`config.mk`:
```
export PLATFORM = sky130hd
export DESIGN_NAME = reg_cmd_engine
export DESIGN_NICKNAME = d
export VERILOG_FILES = /design/src/rtl/reg_cmd_pkg.sv /design/src/rtl/reg_cmd_engine_alu.sv /design/src/rtl/reg_cmd_engine.sv
export SDC_FILE = /design/constraint.sdc
export NUM_CORES = 1
export LEC_CHECK = 0
export BUFFER_PORTS_ARGS = -buffer_cell sky130_fd_sc_hd__buf_2
export CAP_MARGIN = 20
export CELL_PAD_IN_SITES_DETAIL_PLACEMENT = 0
export CELL_PAD_IN_SITES_GLOBAL_PLACEMENT = 2
export CORE_MARGIN = 2
export CORE_UTILIZATION = 48
export CTS_CLUSTER_DIAMETER = 200
export DETAILED_ROUTE_END_ITERATION = 12
export PLACE_DENSITY = 0.84
export SLEW_MARGIN = 20
export SYNTH_ARGS = -nofsm -noshare
export SYNTH_HDL_FRONTEND = slang
export SYNTH_HIERARCHICAL = 1
export SYNTH_SLANG_ARGS = --single-unit
```
`constraint.sdc`:
```
create_clock -name clk -period 8.9 [get_ports clk]
set_input_delay 1.335 -clock clk [delete_from_list [all_inputs] [get_ports clk]]
set_output_delay 1.335 -clock clk [all_outputs]
set_load 0.02 [all_outputs]
```
`src/rtl/reg_cmd_pkg.sv`:
```
`default_nettype none
// ============================================================================
// Module      : reg_cmd_pkg
// Description : Shared opcodes, FSM state encoding, ALU operation select and
//               the bytes-per-word helper for the register command engine.
// Revision    : 1.0 - initial release
// ============================================================================
package reg_cmd_pkg;

  // Command opcodes carried in bits [3:0] of the first byte of a command
  localparam logic [3:0] OP_NOP     = 4'd0;
  localparam logic [3:0] OP_MOV_IMM = 4'd1;
  localparam logic [3:0] OP_GET     = 4'd2;
  localparam logic [3:0] OP_ACC     = 4'd3;
  localparam logic [3:0] OP_SUB     = 4'd4;
  localparam logic [3:0] OP_XOR     = 4'd5;
  localparam logic [3:0] OP_CLR_ALL = 4'd6;

  typedef enum logic [2:0] {
    ST_IDLE  = 3'd0,
    ST_DST   = 3'd1,
    ST_SRC   = 3'd2,
    ST_IMM   = 3'd3,
    ST_SEND  = 3'd4,
    ST_CLEAR = 3'd5
  } state_t;

  typedef enum logic [1:0] {
    ALU_ADD = 2'd0,
    ALU_SUB = 2'd1,
    ALU_XOR = 2'd2
  } alu_op_t;

  // Number of whole bytes in a register word
  function automatic int bytes_per_word(input int data_w);
    return data_w / 8;
  endfunction

endpackage
`default_nettype wire

```
`src/rtl/reg_cmd_engine_alu.sv`:
```
`default_nettype none
// ============================================================================
// Module      : reg_cmd_alu
// Description : Combinational two-operand ALU (add / subtract / xor).
//               carry_out is the unsigned carry for ADD and the borrow
//               (a < b) for SUB; it is 0 for XOR and ignored by the caller.
// Ports       : a, b      [DATA_W] operands (a is the destination value)
//               op        operation select
//               result    [DATA_W] result modulo 2**DATA_W
//               carry_out carry / borrow
// Revision    : 1.0 - initial release
// ============================================================================
module reg_cmd_alu
  import reg_cmd_pkg::*;
#(
  parameter int DATA_W = 8
) (
  input  logic [DATA_W-1:0] a,
  input  logic [DATA_W-1:0] b,
  input  alu_op_t           op,
  output logic [DATA_W-1:0] result,
  output logic              carry_out
);

  logic [DATA_W:0] w_sum;
  logic [DATA_W:0] w_diff;

  // One extra bit: for the difference it becomes 1 exactly when a < b
  assign w_sum  = {1'b0, a} + {1'b0, b};
  assign w_diff = {1'b0, a} - {1'b0, b};

  always_comb begin
    result    = w_sum[DATA_W-1:0];
    carry_out = w_sum[DATA_W];
    case (op)
      ALU_SUB: begin
        result    = w_diff[DATA_W-1:0];
        carry_out = w_diff[DATA_W];
      end
      ALU_XOR: begin
        result    = a ^ b;
        carry_out = 1'b0;
      end
      default: ;
    endcase
  end

endmodule
`default_nettype wire

```
`src/rtl/reg_cmd_engine.sv`:
```
`default_nettype none
// ============================================================================
// Module      : reg_cmd_engine
// Description : Register-file command processor driven by a byte stream.
//               Supports NOP, MOV_IMM, GET, ACC, SUB, XOR and CLR_ALL with
//               valid/ready handshakes on both byte streams.
// Ports       : clk, rst            clock, synchronous active-high reset
//               in_data/valid/ready command byte stream in
//               out_data/valid/ready readback byte stream out
//               busy                state is not IDLE
//               carry               carry/borrow of last ACC/SUB
//               err, err_clr        sticky illegal-opcode flag and its clear
// Revision    : 1.0 - initial release
// ============================================================================
module reg_cmd_engine
  import reg_cmd_pkg::*;
#(
  parameter int DATA_W = 8,
  parameter int ADDR_W = 4
) (
  input  logic       clk,
  input  logic       rst,
  input  logic [7:0] in_data,
  input  logic       in_valid,
  output logic       in_ready,
  output logic [7:0] out_data,
  output logic       out_valid,
  input  logic       out_ready,
  output logic       busy,
  output logic       carry,
  output logic       err,
  input  logic       err_clr
);

  localparam int NB       = bytes_per_word(DATA_W);
  localparam int NUM_REGS = 2 ** ADDR_W;
  localparam int BC_W     = (NB > 1) ? $clog2(NB) : 1;
  localparam logic [BC_W-1:0] c_LAST_BYTE = BC_W'(NB - 1);

  state_t            r_state;
  logic [3:0]        r_op;
  logic [ADDR_W-1:0] r_dst;
  logic [ADDR_W-1:0] r_clr_idx;
  logic [BC_W-1:0]   r_bcnt;
  logic [DATA_W-1:0] r_regs [NUM_REGS];
  logic [DATA_W-1:0] r_stage;
  logic [DATA_W-1:0] r_shift;
  logic              r_out_valid;
  logic              r_carry;
  logic              r_err;

  logic              w_accept;
  logic [3:0]        w_opcode;
  logic [ADDR_W-1:0] w_addr;
  logic [DATA_W-1:0] w_imm;
  logic [DATA_W-1:0] w_alu_res;
  logic              w_alu_carry;
  alu_op_t           w_alu_op;

  // Gated by rst so no byte is taken while reset is being applied
  assign in_ready  = !rst && (r_state inside {ST_IDLE, ST_DST, ST_SRC, ST_IMM});
  assign w_accept  = in_valid && in_ready;
  assign w_opcode  = in_data[3:0];
  assign w_addr    = in_data[ADDR_W-1:0];
  assign busy      = (r_state != ST_IDLE);
  assign out_data  = r_shift[7:0];
  assign out_valid = r_out_valid;
  assign carry     = r_carry;
  assign err       = r_err;

  // Staging word with the incoming byte merged into its slot, so the final
  // immediate byte can be written to the file on the same edge it arrives
  always_comb begin
    w_imm = r_stage;
    for (int i = 0; i < NB; i++) begin
      if (int'(r_bcnt) == i) begin
        w_imm[i*8 +: 8] = in_data;
      end
    end
  end

  always_comb begin
    case (r_op)
      OP_SUB:  w_alu_op = ALU_SUB;
      OP_XOR:  w_alu_op = ALU_XOR;
      default: w_alu_op = ALU_ADD;
    endcase
  end

  // Operands read combinationally: dst from the latched address, src from
  // the byte being accepted now
  reg_cmd_alu #(
    .DATA_W (DATA_W)
  ) u_alu (
    .a         (r_regs[r_dst]),
    .b         (r_regs[w_addr]),
    .op        (w_alu_op),
    .result    (w_alu_res),
    .carry_out (w_alu_carry)
  );

  always_ff @(posedge clk) begin
    if (rst) begin
      r_state     <= ST_IDLE;
      r_op        <= '0;
      r_dst       <= '0;
      r_clr_idx   <= '0;
      r_bcnt      <= '0;
      r_stage     <= '0;
      r_shift     <= '0;
      r_out_valid <= 1'b0;
      r_carry     <= 1'b0;
      r_err       <= 1'b0;
      for (int i = 0; i < NUM_REGS; i++) begin
        r_regs[i] <= '0;
      end
    end else begin
      // A later set in the IDLE branch overrides this, so set wins
      if (err_clr) begin
        r_err <= 1'b0;
      end
      case (r_state)
        ST_IDLE: begin
          if (w_accept) begin
            r_op <= w_opcode;
            case (w_opcode)
              OP_NOP: ;
              OP_MOV_IMM, OP_ACC, OP_SUB, OP_XOR: r_state <= ST_DST;
              OP_GET: r_state <= ST_SRC;
              OP_CLR_ALL: begin
                r_state   <= ST_CLEAR;
                r_clr_idx <= '0;
              end
              default: r_err <= 1'b1;
            endcase
          end
        end
        ST_DST: begin
          if (w_accept) begin
            r_dst   <= w_addr;
            r_bcnt  <= '0;
            r_state <= (r_op == OP_MOV_IMM) ? ST_IMM : ST_SRC;
          end
        end
        ST_IMM: begin
          if (w_accept) begin
            r_stage <= w_imm;
            if (r_bcnt == c_LAST_BYTE) begin
              r_regs[r_dst] <= w_imm;
              r_state       <= ST_IDLE;
            end else begin
              r_bcnt <= r_bcnt + BC_W'(1);
            end
          end
        end
        ST_SRC: begin
          if (w_accept) begin
            if (r_op == OP_GET) begin
              r_shift     <= r_regs[w_addr];
              r_out_valid <= 1'b1;
              r_bcnt      <= '0;
              r_state     <= ST_SEND;
            end else begin
              r_regs[r_dst] <= w_alu_res;
              if (r_op != OP_XOR) begin
                r_carry <= w_alu_carry;
              end
              r_state <= ST_IDLE;
            end
          end
        end
        ST_SEND: begin
          if (r_out_valid && out_ready) begin
            if (r_bcnt == c_LAST_BYTE) begin
              r_out_valid <= 1'b0;
              r_state     <= ST_IDLE;
            end else begin
              r_shift <= r_shift >> 8;
              r_bcnt  <= r_bcnt + BC_W'(1);
            end
          end
        end
        ST_CLEAR: begin
          r_regs[r_clr_idx] <= '0;
          r_carry           <= 1'b0;
          if (&r_clr_idx) begin
            r_state <= ST_IDLE;
          end else begin
            r_clr_idx <= r_clr_idx + ADDR_W'(1);
          end
        end
        default: r_state <= ST_IDLE;
      endcase
    end
  end

endmodule
`default_nettype wire
```
## Yosys cells after proc, flatten, opt, wreduce, memory -nomap -nowiden

Memories as Yosys holds them, arrays and structs flattened. A register that Yosys moved wholly into a read port is not among the register bits.
Cells that the tools add are included.

| word-level totals | value |
|---|---|
| register bits | 35 |
| RAM bits | 128 |
| memories | 1 |

Memory list:

| memory | depth | width | rd ports | clocked after Yosys merged registers in | write ports | line | source |
|---|---|---|---|---|---|---|---|
| r_regs | 16 | 8 | 2 | 1 | 16 | reg_cmd_engine.sv:45 | `logic [DATA_W-1:0] r_regs [NUM_REGS];` |

| cells by class | value |
|---|---|
| add/sub/neg operators | 4 |
| eq/ne operators | 32 |
| mux-type cells | 68 |
| bitwise operators | 2 |
| reduce and logical (&&, ||, !) cells | 26 |

Operators with widths:

| operator | number |
|---|---|
| 8-bit two-way mux | 8 |
| 1-bit two-way mux | 35 |
| 8-bit case mux with 2 select lines | 2 |
| 4-bit two-way mux | 7 |
| 3-bit two-way mux | 8 |
| 4-bit by 3-bit == test with 1-bit output (second input constant) | 5 |
| 2-bit inequality test (second input constant) | 10 |
| 3-bit case mux with 6 select lines | 1 |
| 8-bit OR reduction | 2 |
| 4-bit by 2-bit == test with 1-bit output (second input constant) | 3 |
| 4-bit AND reduction | 3 |
| 5-bit AND reduction | 2 |
| 8-bit by 8-bit adder with 9-bit output | 1 |
| 3-bit case mux with 3 select lines | 1 |
| 8-bit by 8-bit subtractor with 9-bit output | 1 |
| 4-bit by 1-bit == test with 1-bit output (second input constant) | 2 |
| 4-bit case mux with 2 select lines | 1 |
| 4-bit nonzero test | 2 |
| 8-bit bitwise XOR | 1 |
| 7-bit AND reduction | 1 |
| 7-bit OR reduction | 1 |
| 3-bit by 2-bit == test with 1-bit output (second input constant) | 2 |
| 3-bit == test (second input constant) | 2 |
| 2-bit by 1-bit inequality test with 1-bit output (second input constant) | 3 |
| other kinds (20) | 28 |

## Depth between registers and ports, before layout

| logic depth | value |
|---|---|
| depth after elaboration | 12 |
| mapped depth | 17 |

## Hierarchy

The synthesis kept the hierarchy.

Modules (own cells, without submodules):

| module | times used | cells each | area an instance (um^2) | seq. area each (um^2) |
|---|---|---|---|---|
| reg_cmd_engine | 1 | 625 | 8602.0 | 4444.3 |
| reg_cmd_alu | 1 | 116 | 863.3 | 0.0 |

## Least setup slack after synthesis

OpenSTA, ideal clock, no wires.

| path | value |
|---|---|
| path kind | in2reg |
| start point | input in_data[2] |
| end point | memory r_regs[10][3], data pin |
| arrival | 4.695 ns |
| required time | 8.632 ns |
| slack | 3.936 ns |
| stages on the path | 16 |
| path through | buf_2 > buf_1 > mux4_2 > mux2i_1 > mux2i_1 > inv_1 > ha_1 > nand2b_1 > a21oi_1 > o21ai_0 > a21boi_1 > mux2_2 > and4_1 > o21ai_1 > buf_2 > nor2_1 |

RTL lines:

| item | line | source |
|---|---|---|
| start: declaration | reg_cmd_engine.sv:23 | `input logic [7:0] in_data,` |
| end: declaration | reg_cmd_engine.sv:45 |  |

==> run_results.csv <==
group,metric,value,unit
status,status,"finished clean",
sta,final-setup-viol-count,0,
sta,hold-worst-slack,0.500,ns
sta,fin_skew,0.0121,ns
clock_tree,cts_tree,"built",
worst_setup_path,cp-endpoint,"r_regs[8][6]",
global_route,first_global_vias,6551,
synthesis,synth_common_cells,"150 x nor2_1, 128 x edfxtp_1, 72 x mux4_2",
power,clock_power_share,41.1,%
run,maxCapViolCount,0,
synthesis,avgSynthCellArea,12.8,sq um
global_route,grt_pass1_wl,41.2,mm
clock_tree,root_buffer,"clkbuf_16",
floorplanning,start_util,48.8,%
synthesis,synth_area,9470,sq um
clock_tree,cts-resized-gates,0,
sta,post-route-period-util,58.8,%
worst_setup_path,worstPathArrival,5.52,ns
sta,worst_slew_pin_slew,0.843,ns
floorplanning,core-area,19400,sq um
clock_tree,path_clk_slew,0.07,ns
sta,tns,0,ns
clock_tree,cts_buffers,17,
sta,grt_setup_unrepaired,"false",
power,finalPower,1.85,mW
sta,setup_ws,3.66,ns
detailed_routing,drtPass1Iterations,5,
placement,io_buffers,25,
placement,dpl.cell_count,989,
worst_setup_path,rr_worst_depth,16,
synthesis,synth_edf_count,128,
worst_setup_path,worst-setup-path-type,"in2reg",
detailed_routing,drt-initial-drc-count,705,
placement,dp_hpwl,18.6,mm
synthesis,yosys.area.top_type_share,40.6,%
worst_setup_path,start_kind,"primary input",
power,powerDensity,178,nW/um^2
power,p_leak,3.62,nW
finish,area_growth,9.61,%
power,swShare,27.3,%
global_route,grt_usage,27.9,%
synthesis,synth_area_leader_cell,"edfxtp_1",
synthesis,synth_nets,775,
worst_setup_path,regToRegEndpoint,"r_regs[8][6]",
clock_tree,clock_latency,0.43,ns
floorplanning,fp.dieW,144,microns
finish,stdcell_count,1021,
worst_hold_path,min_from,"err",
placement,gp_congestion,0.889,
sta,period_minus_slack,5.24,ns
floorplanning,pin_count,26,
synthesis,yosysMostFrequentCell,"nor2_1",
power,p_comb_share,13.6,%
power,seqPwrFrac,45.4,%
power,p_int,1.34,mW
sta,finalHoldViolCount,0,
synthesis,ys.flop_type,"edfxtp_1",
synthesis,synth_cell_types,73,
clock_tree,cts_max_path_buffers,2,
synthesis,async_flop_share,0,%
sta,max_freq,191,MHz
detailed_routing,wl_per_cell,26.9,microns
finish,nNetsFinal,777,
synthesis,ys_warn_count,6,
worst_setup_path,required,9.18,ns
clock_tree,cts_setup_buffers,0,
global_route,grt_max_degree,56,
clock_tree,clock-sinks,158,
clock_tree,cts_max_level,4,
finish,insertedDiodeCount,0,
global_route,grt_overflow,0,
detailed_routing,drtAntennaViolNets,0,
finish,final_util,53.5,%
finish,drive_above_1_share,24.1,%
detailed_routing,drt-total-wl,27.5,mm
synthesis,syn_inst,741,
detailed_routing,drc_errors,0,
worst_setup_path,rrSetupSlack,4.24,ns
finish,fin_area,10400,sq um
sta,maxSlewViolCount,0,
worst_setup_path,startpoint,"in_data[2]",
placement,dpl-instance-area,9760,sq um
floorplanning,die_area,20900,sq um
power,switchingPower,505,uW
power,ir_worst_vdd,0.138,mV
worst_hold_path,hp-class,"reg2reg",
detailed_routing,via_per_inst,6.46,
clock_tree,holdBufCountCts,0,
synthesis,synth.area.top_cells,"edfxtp_1 41%, mux4_2 17%, dfxtp_1 6.3%",
global_route,antenna_found_initial,0,
floorplanning,rows,51,
synthesis,synth_seq_cells,158,
floorplanning,die_h,144,microns
placement,pre_cts_ws,2.98,ns
worst_setup_path,endpoint_kind,"register",
sta,slew_headroom,43.1,%
worst_setup_path,cp_max_fo,22,
detailed_routing,vias,6594,
synthesis,synth_seq_area_share,47.0,%
critical path: stages:
cell and delay [ns]:
buf_2 0.47, buf_4 0.46, mux4_2 0.56, mux2i_1 0.37, mux2i_1 0.18, inv_1 0.09
ha_1 0.31, a21o_1 0.20, a21o_1 0.22, o41ai_2 0.27, a211oi_1 0.10, o22ai_1 0.30
nand4_1 0.13, o2bb2ai_1 0.16, buf_4 0.22, nor2_1 0.12
flip-flops by register name, indices dropped and copies added, names as in the netlist, named ones only:
name,flops
out_valid,1
r_clr_idx,4
err,1
out_data,8
r_regs,128
r_op,4
r_state,3
r_dst,4
carry,1
power groups by stage:
stage	sequential, mW	clock [mW]	combinational [mW]
2_1_floorplan	0.843	0	0.185
3_3_place_gp	0.853	0	0.243
3_5_place_dp	0.855	0	0.248
4_1_cts	0.839	0.761	0.248
5_1_grt	0.841	0.796	0.269
6_report	0.839	0.759	0.251
logic make-up (layout without fill, tap and decap cells):
kind of cell,after synthesis,after routing,share of synthesized area [%]
AOI/OAI and AO/OA,112,112,11.1
adders and majority gates,21,21,2.93
buffers and inverters,81,96,3.95
DFF,158,158,47.0
muxes,113,113,21.9
and+or+nand+nor,256,256,13.2
worst min-delay path by stage:
stage,end,slack [ns],cells after the start
after floorplan,r_op[1],0.46,2
after global placement,err,0.46,2
after detailed placement,err,0.48,2
after CTS,err,0.49,2
after global routing,err,0.53,2
final,err,0.50,2
cell type report:
cell class	count	area, sq um
Clock buffer	18	429
Clock inverter	14	178
Fill cell	1653	9020
Inverter	24	90.1
Multi-Input combinational cell	502	4660
Sequential cell	158	4450
Tap cell	265	332
Timing Repair Buffer	40	238
placed cells by master (no fill, tap or decap), drive strengths merged, types with 18 or more instances in the layout:
master and count:
clkbuf 18, inv 30, mux4 72, dfxtp 30
buf 40, ha 19, mux2i 37, edfxtp 128
nor2 150, nand2b 27
per-layer routing:
metal | part of all wire (%) | GRT usage (%) | vias up
met3 | 9.3 | 5.53 | 54
met2 | 49 | 46.6 | 374
met5 | 0 | 0 | -
met4 | 2.8 | 9.30 | 0
li1 | - | - | 2868
met1 | 38 | 36.7 | 3298
No activity file was read; power rests on OpenSTA's default activity.
